===== config.mk =====
export PLATFORM = sky130hd
export DESIGN_NAME = fetch_unit
export DESIGN_NICKNAME = d
export VERILOG_FILES = /design/src/rtl/fetch_unit.sv
export SDC_FILE = /design/constraint.sdc
export NUM_CORES = 1
export LEC_CHECK = 0
export BUFFER_PORTS_ARGS = -buffer_cell sky130_fd_sc_hd__buf_4
export CAP_MARGIN = 15
export CELL_PAD_IN_SITES_DETAIL_PLACEMENT = 1
export CELL_PAD_IN_SITES_GLOBAL_PLACEMENT = 1
export CORE_MARGIN = 2
export CORE_UTILIZATION = 50
export DETAILED_ROUTE_END_ITERATION = 8
export GPL_ROUTABILITY_DRIVEN = 0
export PLACE_DENSITY_LB_ADDON = 0.1
export SYNTH_ARGS = -nofsm -noshare
export SYNTH_HDL_FRONTEND = slang
export SYNTH_SLANG_ARGS = --single-unit

===== constraint.sdc =====
create_clock -name CLK -period 3.6 [get_ports CLK]
set_clock_uncertainty 0.2 [all_clocks]
set_input_delay 0.18 -clock CLK [delete_from_list [all_inputs] [get_ports CLK]]
set_output_delay 0.18 -clock CLK [all_outputs]
set_load 0.02 [all_outputs]

===== src/rtl/fetch_unit.sv =====
// Fetch-stage PC register with a 64-entry direct-mapped branch predictor.
// Each entry holds a tag, a target and a 2-bit counter; lookup is combinational on pcF.
module fetch_unit (
  input  logic        CLK,
  input  logic        RST,
  input  logic        stall,
  input  logic        fail_predict,
  input  logic [12:0] redirect_pc,
  input  logic        update_en,
  input  logic [12:0] update_pc,
  input  logic        update_taken,
  input  logic [12:0] update_target,
  output logic [12:0] pcF,
  output logic        pred_takenF,
  output logic [12:0] pred_targetF
);

  logic [12:0] pc_q, pc_d;

  logic        valid_q  [64];
  logic [4:0]  tag_q    [64];
  logic [12:0] target_q [64];
  logic [1:0]  ctr_q    [64];

  logic [5:0]  lookIdx;
  logic        lookHit;
  logic [5:0]  updIdx;
  logic [4:0]  updTag;
  logic        updHit;
  logic [12:0] updTarget;

  assign pcF = pc_q;

  // Lookup reads the table as it stands before this edge's update.
  always_comb begin
    lookIdx      = pc_q[7:2];
    lookHit      = valid_q[lookIdx] && (tag_q[lookIdx] == pc_q[12:8]);
    pred_takenF  = lookHit && ctr_q[lookIdx][1];
    pred_targetF = target_q[lookIdx];
  end

  always_comb begin
    updIdx    = update_pc[7:2];
    updTag    = update_pc[12:8];
    updHit    = valid_q[updIdx] && (tag_q[updIdx] == updTag);
    updTarget = {update_target[12:2], 2'b00};
  end

  always_comb begin
    pc_d = {pc_q[12:2] + 11'd1, 2'b00};
    if (fail_predict)
      pc_d = {redirect_pc[12:2], 2'b00};
    else if (stall)
      pc_d = pc_q;
    else if (pred_takenF)
      pc_d = pred_targetF;
  end

  always_ff @(posedge CLK) begin
    if (RST)
      pc_q <= 13'h0000;
    else
      pc_q <= pc_d;
  end

  always_ff @(posedge CLK) begin
    if (RST) begin
      for (int i = 0; i < 64; i++) begin
        valid_q[i] <= 1'b0;
        ctr_q[i]   <= 2'b01;
      end
    end else if (update_en) begin
      if (updHit) begin
        if (update_taken && ctr_q[updIdx] != 2'b11)
          ctr_q[updIdx] <= ctr_q[updIdx] + 2'b01;
        else if (!update_taken && ctr_q[updIdx] != 2'b00)
          ctr_q[updIdx] <= ctr_q[updIdx] - 2'b01;
      end else if (update_taken) begin
        valid_q[updIdx] <= 1'b1;
        ctr_q[updIdx]   <= 2'b10;
      end
    end
  end

  // Tag and target need no reset; a taken update on a hit rewrites the same tag.
  always_ff @(posedge CLK) begin
    if (!RST && update_en && update_taken) begin
      tag_q[updIdx]    <= updTag;
      target_q[updIdx] <= updTarget;
    end
  end

endmodule


==> metrics.md, run 1 <==
| Metric | Value |
|---|---|
| Status | complete, but fails checks |
| Failing checks | setup timing |
| Worst min path class | input pin to flip-flop |
| Fmax achieved | 212 MHz |
| Worst slack, placed | -1110 ps |
| Final Util | 63.8% |
| Hold worst-path end | ctr_q[11][0] |
| Initial antenna violation count | 6 |
| Die X | approximately 330 um |
| WP data arrival | ~4300 ps |
| Die height | 331 um |
| Final #Nets | 3687 |
| Detailed Route WL | 201 mm |
| Synth Register Bits | 1233 |
| P per Cell Area | 497 nW/um^2 |
| Sequential share of the synthesized area | 67.8% |
| Vias in the first global route | 36500 |
| Worst VDD drop | between 400 and 500 uV |
| Core box area | between 100000 and 150000 sq um |
| Worst-path clk slew | 60 ps |
| R2r setup slk | -930 ps |
| First-pass GRT wire length | 278 mm |
| Setup ws final | -1110 ps |
| CTS tree | done |
| Netlist cell types | 87 |
| Post-synth EDFFs | roughly 1200 |
| Leak | 22.1 nW |
| # clock sinks | 1233 |
| Ys async rst share | 0% |
| Reg2Reg Depth | 14 |
| Beginning of the worst hold path | update_pc[3] |
| Rows | 119 |
| Final ANT Viol Nets | 0 |
| Max clock buf depth | 3 |
| Main flop type after synthesis | edfxtp_1 |
| Peak fanout along the critical path | 8 |
| Crit path launch type | flip-flop |
| DRC viols | 0 |
| Setup violators final | ~340 |
| Hpwl dp | 126 mm |
| Drt wl/cell | a little under 40 um |
| Slew HR | approximately 9% |
| Initial core utilization | about half |
| Ports | around 70 |
| Yosys top cell by area | edfxtp_1 |
| First-pass DRT Iterations | 6 |
| Starting DRT DRC Count | 4857 |
| Largest net degree at the start of global routing | slightly above 90 |
| Vias per cell | just under 7 |
| Actual slew at the worst max-slew pin | 1370 ps |
| Synthesized area per cell | 17.5 sq um |
| Clk_lat worst skew | 770 ps |
| Synthesis Warnings | 0 |
| CTS Buf Count | 131 |
| Critical path class | flip-flop to output port |
| GRT Overall Usage | a little over a third |
| Crit share post-route | 131% |
| Clk Tree Root Cell | clkbuf_16 |
| Share of cells above drive strength 1 | between 40% and 50% |
| PortBufs | 61 |
| Gate Count Post-Synth | 3052 |
| Die area | ~110000 sq um |
| Post-Syn Area | about 53000 sq um |
| # Max-Cap Violations | 0 |
| Fill count | 8998 |
| RSZ-0062 raised after global routing | true |
| Critical Path RT | 3220 ps |
| Fin. max-slew vios | 0 |
| Via count | 35600 |
| Htree depth | 4 |
| Hold Path Depth | 4 |
| Congestion Overflow GR | 0 |
| Top-area cell type share of the netlist area | 64.8% |
| Setup_tns | -119570 ps |
| Top-count cell post-synth | edfxtp_1 |
| Final hold vios | 0 |
| Critical Path End Type | output port |
| Top post-synthesis cells by count | edfxtp_1 (1152), mux4_2 (352), clkbuf_1 (132) |
| Tmin final | about 4700 ps |
| Area grow syn2layout | 26.2% |
| Synth area leaders | edfxtp_1 (65%), mux4_2 (15%), dfxtp_1 (3.0%) |
## cell families (layout without fill, tap and decap cells)
kind of cell             after synthesis  count (layout)  synth area share (%)
buffers and inverters                340            1027                  2.89
adder cells (fa/ha/maj)                1               1                0.0234
flip-flops                          1233            1233                  67.8
AO/OA/AOI/OAI                        456             456                  6.20
XOR/XNOR                               6               6                0.0985
multiplexers                         484             484                  17.5
AND/OR/NAND/NOR                      531             533                  5.47
other                                  1               5               0.00702
## final cells by class
type | count | area (sq um) | share of cell area [%]
Sequential cell | 1233 | 36200 | 53.8
Inverter | 82 | 313 | 0.464
Antenna cell | 1 | 2.50 | 0.00372
Tap cell | 1391 | 1740 | 2.58
Clock inverter | 73 | 726 | 1.08
Multi-Input combinational cell | 1484 | 17500 | 26.0
Clock buffer | 163 | 3500 | 5.20
Timing Repair Buffer | 709 | 7340 | 10.9
## placed cells by master, fill, tap and decap left out, drive strengths merged, types with 10 or more instances in the layout
master	count
edfxtp	1152
buf	659
mux4	352
clkbuf	178
nand2	113
nor2	108
o22ai	99
inv	86
nor3	82
dfxtp	81
mux2	67
mux2i	65
o21bai	56
clkinv	56
nand4	43
nand3	43
a221oi	41
o21ai	41
a22oi	37
dlygate4sd3	35
a21oi	35
a221o	19
a31oi	19
and2	19
or2	17
nor4	17
nor2b	16
o211ai	14
nand2b	12
a211oi	12
a22o	11
and3	10
## power by group
| part | switching [mW] | internal, mW |
|---|---|---|
| Sequential | 0.0885 | 15.7 |
| Combinational | 2.35 | 1.92 |
| Clock | 5.87 | 7.51 |
| Total | 8.31 | 25.2 |
## worst max path at each step
stage | startpoint | endpoint | cells past startpoint
floorplan | update_pc[3] | ctr_q[19][0] | 13
global placement | flip-flop | flip-flop | 13
detailed placement | flip-flop | flip-flop | 14
CTS | flip-flop | pred_takenF | 13
global route | flip-flop | pred_takenF | 15
finish | flip-flop | pred_takenF | 13
## worst max-delay path, stage by stage, from the launching register on
cell	delay, ps
dfxtp_4	470
buf_12	170
mux4_2	540
mux4_2	560
mux2_4	330
or3_4	360
o2111ai_4	120
o2111a_1	270
nand4_1	200
buf_12	220
buf_6	110
inv_4	50
buf_6	80
buf_6	100
## flip-flops by register name, summed over array words and instances (netlist names), named ones only
register,cells
target_q,704
valid_q,64
pcF,11
tag_q,320
ctr_q,128
## layer usage
metal | global-route usage (%) | share of wire (%)
met2 | 58.1 | 47
met1 | 46.3 | 36
met4 | 23.1 | 7.8
met3 | 7.19 | 9.1
met5 | 0 | 0.024
## metrics by stage
step,power [mW],instances,instance area [sq um],hold WS [ps]
final,33.5,5136,67400,88.3
after detailed placement,19.4,4738,59400,278
after global placement,19.3,4738,59400,255
after floorplan,17.8,3055,53900,78.9
after global routing,34.2,5135,67400,67.8
after CTS,33.2,5083,66300,17.3
## repair_timing
| item | 4_1_cts | 5_1_grt |
|---|---|---|
| cloned | 19 | 16 |
| buffers inserted | 60 | 36 |
| resized for setup | 271 | 79 |
| hold buffers | 35 | 0 |
| setup endpoints to repair | 333 | 341 |
| pin swaps | 72 | 21 |
| hold endpoints to repair | 1101 | 0 |
(Power assumes the default switching activity.)
==> run 2, diff against run 1 <==
--- a/constraint.sdc
+++ b/constraint.sdc
@@ -4,2 +4,2 @@
 set_output_delay 0.18 -clock CLK [all_outputs]
-set_load 0.02 [all_outputs]
+set_load 0.005 [all_outputs]
==> run 2 against run 1 <==
Against the previous run:
- the run still ends with setup timing left
- die area did not move
- combinational power shrank 1%
- routed wire length is 0.52% higher
- fmax up 4.2%
- core utilization grew 0.47 points
- sequential power about the same
- global-route usage decreased by 0.40 points
- non-clock buffer count is 2 lower
- first-iteration DRC count increased by 7.9%
- final area grew 0.74%
- critical path depth increased by 1
- critical endpoint unchanged
==> metrics.md, run 2 (synthesis gave the netlist of run 1 again) <==
| Metric | Value |
|---|---|
| Status | complete, but fails checks |
| Failing checks | setup timing |
| Most frequent cells in the layout | edfxtp_1 (1152), buf_4 (503), mux4_2 (352) |
| Die X | 331 um (unchanged) |
| Crit Reg-Reg Endpoint | pcF[11] |
| Hpwl dp | 125 mm (-0.59%) |
| Area grow syn2layout | 27.1% |
| Hold slack | 90.7 ps (+2.46 ps) |
| Htree depth | 4 (unchanged) |
| Core box area | 106000 sq um (unchanged) |
| Die height | 331 um (unchanged) |
| Setup ws final | -916 ps (+190 ps) |
| Rows | 119 (unchanged) |
| WP data arrival | 4140 ps (-190 ps) |
| Clk Tree Root Cell | clkbuf_16 |
| Slowest stage delay, CP | 580 ps (+20 ps) |
| Max reg flops | 704 (unchanged) |
| Worst min path class | input pin to flip-flop |
| First-pass GRT wire length | 276 mm (-0.64%) |
| Critical path cell sequence | buf_12 -> buf_12 -> mux4_2 -> mux4_2 -> mux2_4 -> or3_1 -> o2111ai_2 -> o2111a_1 -> nand4_1 -> buf_12 -> buf_6 -> inv_4 -> buf_6 -> buf_6 |
| Final ANT Viol Nets | 0 (unchanged) |
| Max clock buf depth | 3 (unchanged) |
| Leak | 22.5 nW (+1.8%) |
| Worst Path Buf+Inv | 7 (+1) |
| Congestion Overflow GR | 0 (unchanged) |
| GRT Overall Usage | 36.1% (-0.40 points) |
| Reg2Reg Depth | 16 (+2) |
| Critical path class | flip-flop to output port |
| R2r setup slk | -870 ps (+60 ps) |
| Fmax achieved | 221 MHz (+4.2%) |
| Clock Power Share | 40.3% (+0.3 points) |
| Setup violators final | 348 (+3.3%) |
| Vias per cell | 7.00 (+0.82%) |
| # Max-Cap Violations | 0 (unchanged) |
| Critical Path End Type | output port |
| NetSw | 8.34 mW (+0.27%) |
| Share of cells above drive strength 1 | 44.1% (+1.1 points) |
| Slowest-stage cell, CP | mux4_2 |
| Worst-path clk slew | 60 ps (about the same) |
| Die area | 109000 sq um (unchanged) |
| Setup_tns | -140480 ps (-20920 ps) |
| Fill count | 8915 (-0.92%) |
| First-pass DRT Iterations | 8 (+2) |
| Final non-filler cell total | 5131 (-0.097%) |
| Post-Layout Inst Area | 67900 sq um (+0.74%) |
| Tmin final | 4520 ps (-190 ps) |
| Critical Path RT | 3220 ps (about the same) |
| Worst slack, placed | -1020 ps (+93.4 ps) |
| Via count | 35900 (+0.72%) |
| Initial core utilization | 50.6% (unchanged) |
| Placement Cell Area | 59400 sq um (+0.13%) |
| Worst VDD drop | 458 uV (about the same) |
| Detailed Route WL | 202 mm (+0.52%) |
| Clk_lat worst skew | 770 ps (about the same) |
| Hold Path Depth | 6 (+2) |
| Dpl cells | 4753 (+0.32%) |
| Net Sw Frac | 24.9% (about the same) |
| RSZ-0062 raised after global routing | true |
| FF+latch area | 36200 sq um (unchanged) |
| Slew HR | 16.0% (+7.2 points) |
| Final hold vios | 0 (unchanged) |
| Final #Nets | 3685 (-0.054%) |
| Multi-input logic area | 18100 sq um (+3.7%) |
| Hold worst-path end | ctr_q[23][0] |
| P per Cell Area | 494 nW/um^2 (-0.56%) |
| Crit path launch type | flip-flop |
| Largest reg by FF count | target_q |
| CTS Buf Count | 132 (+0.76%) |
| Beginning of the worst hold path | update_pc[5] |
| Commonest non-fill, non-tap cell in the layout | edfxtp_1 |
| Ports | 72 (unchanged) |
| Largest regs | target_q (704), tag_q (320), ctr_q (128) |
| Cell family with most CP delay | multiplexers |
| Logic pwr share | 12.5% (-0.3 points) |
| Crit share post-route | 125% (-5.3 points) |
| Initial antenna violation count | 5 (-1) |
| Reg power frac | 47.2% (about the same) |
| PortBufs | 61 (unchanged) |
| Vias in the first global route | 36500 (+0.022%) |
| Pint | 25.2 mW (+0.14%) |
| Peak fanout along the critical path | 4 (-4) |
| Actual slew at the worst max-slew pin | 1260 ps (-108 ps) |
| Starting DRT DRC Count | 5241 (+7.9%) |
| DRC viols | 0 (unchanged) |
| # clock sinks | 1233 (unchanged) |
| Fin. max-slew vios | 0 (unchanged) |
| Largest net degree at the start of global routing | 72 (-23%) |
| Drt wl/cell | 39.4 um (+0.62%) |
| CTS tree | done |
-- run 2: cell types whose count changed in the layout (fill, tap and decap cells not counted), moves of 5 or more --
cell       previous run  this run
o22ai_4               2        12
o21bai_4             46        54
o21bai_2              8         0
buf_8                 7        12
buf_16               20        13
nor3_2               40        15
nor3_1               25        20
buf_12               82        89
buf_6                50        43
o22ai_1              93        43
clkbuf_16           150       140
o22ai_2               4        44
nor3_4               17        47
-- run 2: tightest hold or removal path, stage by stage --
cell and delay (ps):
buf_4 120, buf_4 170, buf_4 150, nor3b_2 60, buf_12 160, nand3_2 80
-- run 2: through the flow --
step,power [mW],utilization [%]
6_report,33.5,64.3
5_1_grt,34.2,64.3
4_1_cts,33.3,62.8
3_5_place_dp,19.4,56.3
3_3_place_gp,19.3,56.3
2_1_floorplan,17.8,-
-- run 2: power by group through the flow --
stage | sequential [mW] | clock [mW] | combinational [mW]
finish | 15.8 | 13.5 | 4.21
floorplan | 16.1 | 0 | 1.70
global placement | 16.1 | 0 | 3.16
CTS | 15.8 | 13.6 | 3.92
global route | 15.8 | 14.1 | 4.29
detailed placement | 16.1 | 0 | 3.23
-- run 2: worst max-delay path by stage --
stage	cells past startpoint	slack, ps	from	endpoint
finish	14	-920	flip-flop	pred_takenF
global route	15	-1070	flip-flop	pred_takenF
CTS	13	-890	flip-flop	pred_takenF
detailed placement	14	-1020	update_pc[2]	ctr_q[49][1]
global placement	14	-940	update_pc[2]	ctr_q[37][1]
floorplan	10	-5	flip-flop	pcF[12]
-- run 2: final cells by class --
cell class,count,area share (%)
Sequential cell,1233,53.4
Multi-Input combinational cell,1483,26.7
Timing Repair Buffer,707,10.6
Clock buffer,167,5.18
Tap cell,1391,2.56
Clock inverter,66,1.05
Inverter,82,0.461
Antenna cell,2,0.00738
-- run 2: timing repair --
action,4_1_cts,5_1_grt
endpoints found under the setup margin,343,347
endpoints found under the hold margin,1000,0
cloned,18,6
hold buffers,38,0
setup buffers,46,48
pin swaps,55,64
resized for setup,265,232
-- run 2: metal layers --
metal	global-route usage, %	vias to the layer above	wire [um]
li1	-	13800	-
met1	45.4	18800	70500
met2	57.9	2576	96300
met3	7.29	801	20200
met4	22.5	6	15100
met5	0	-	46
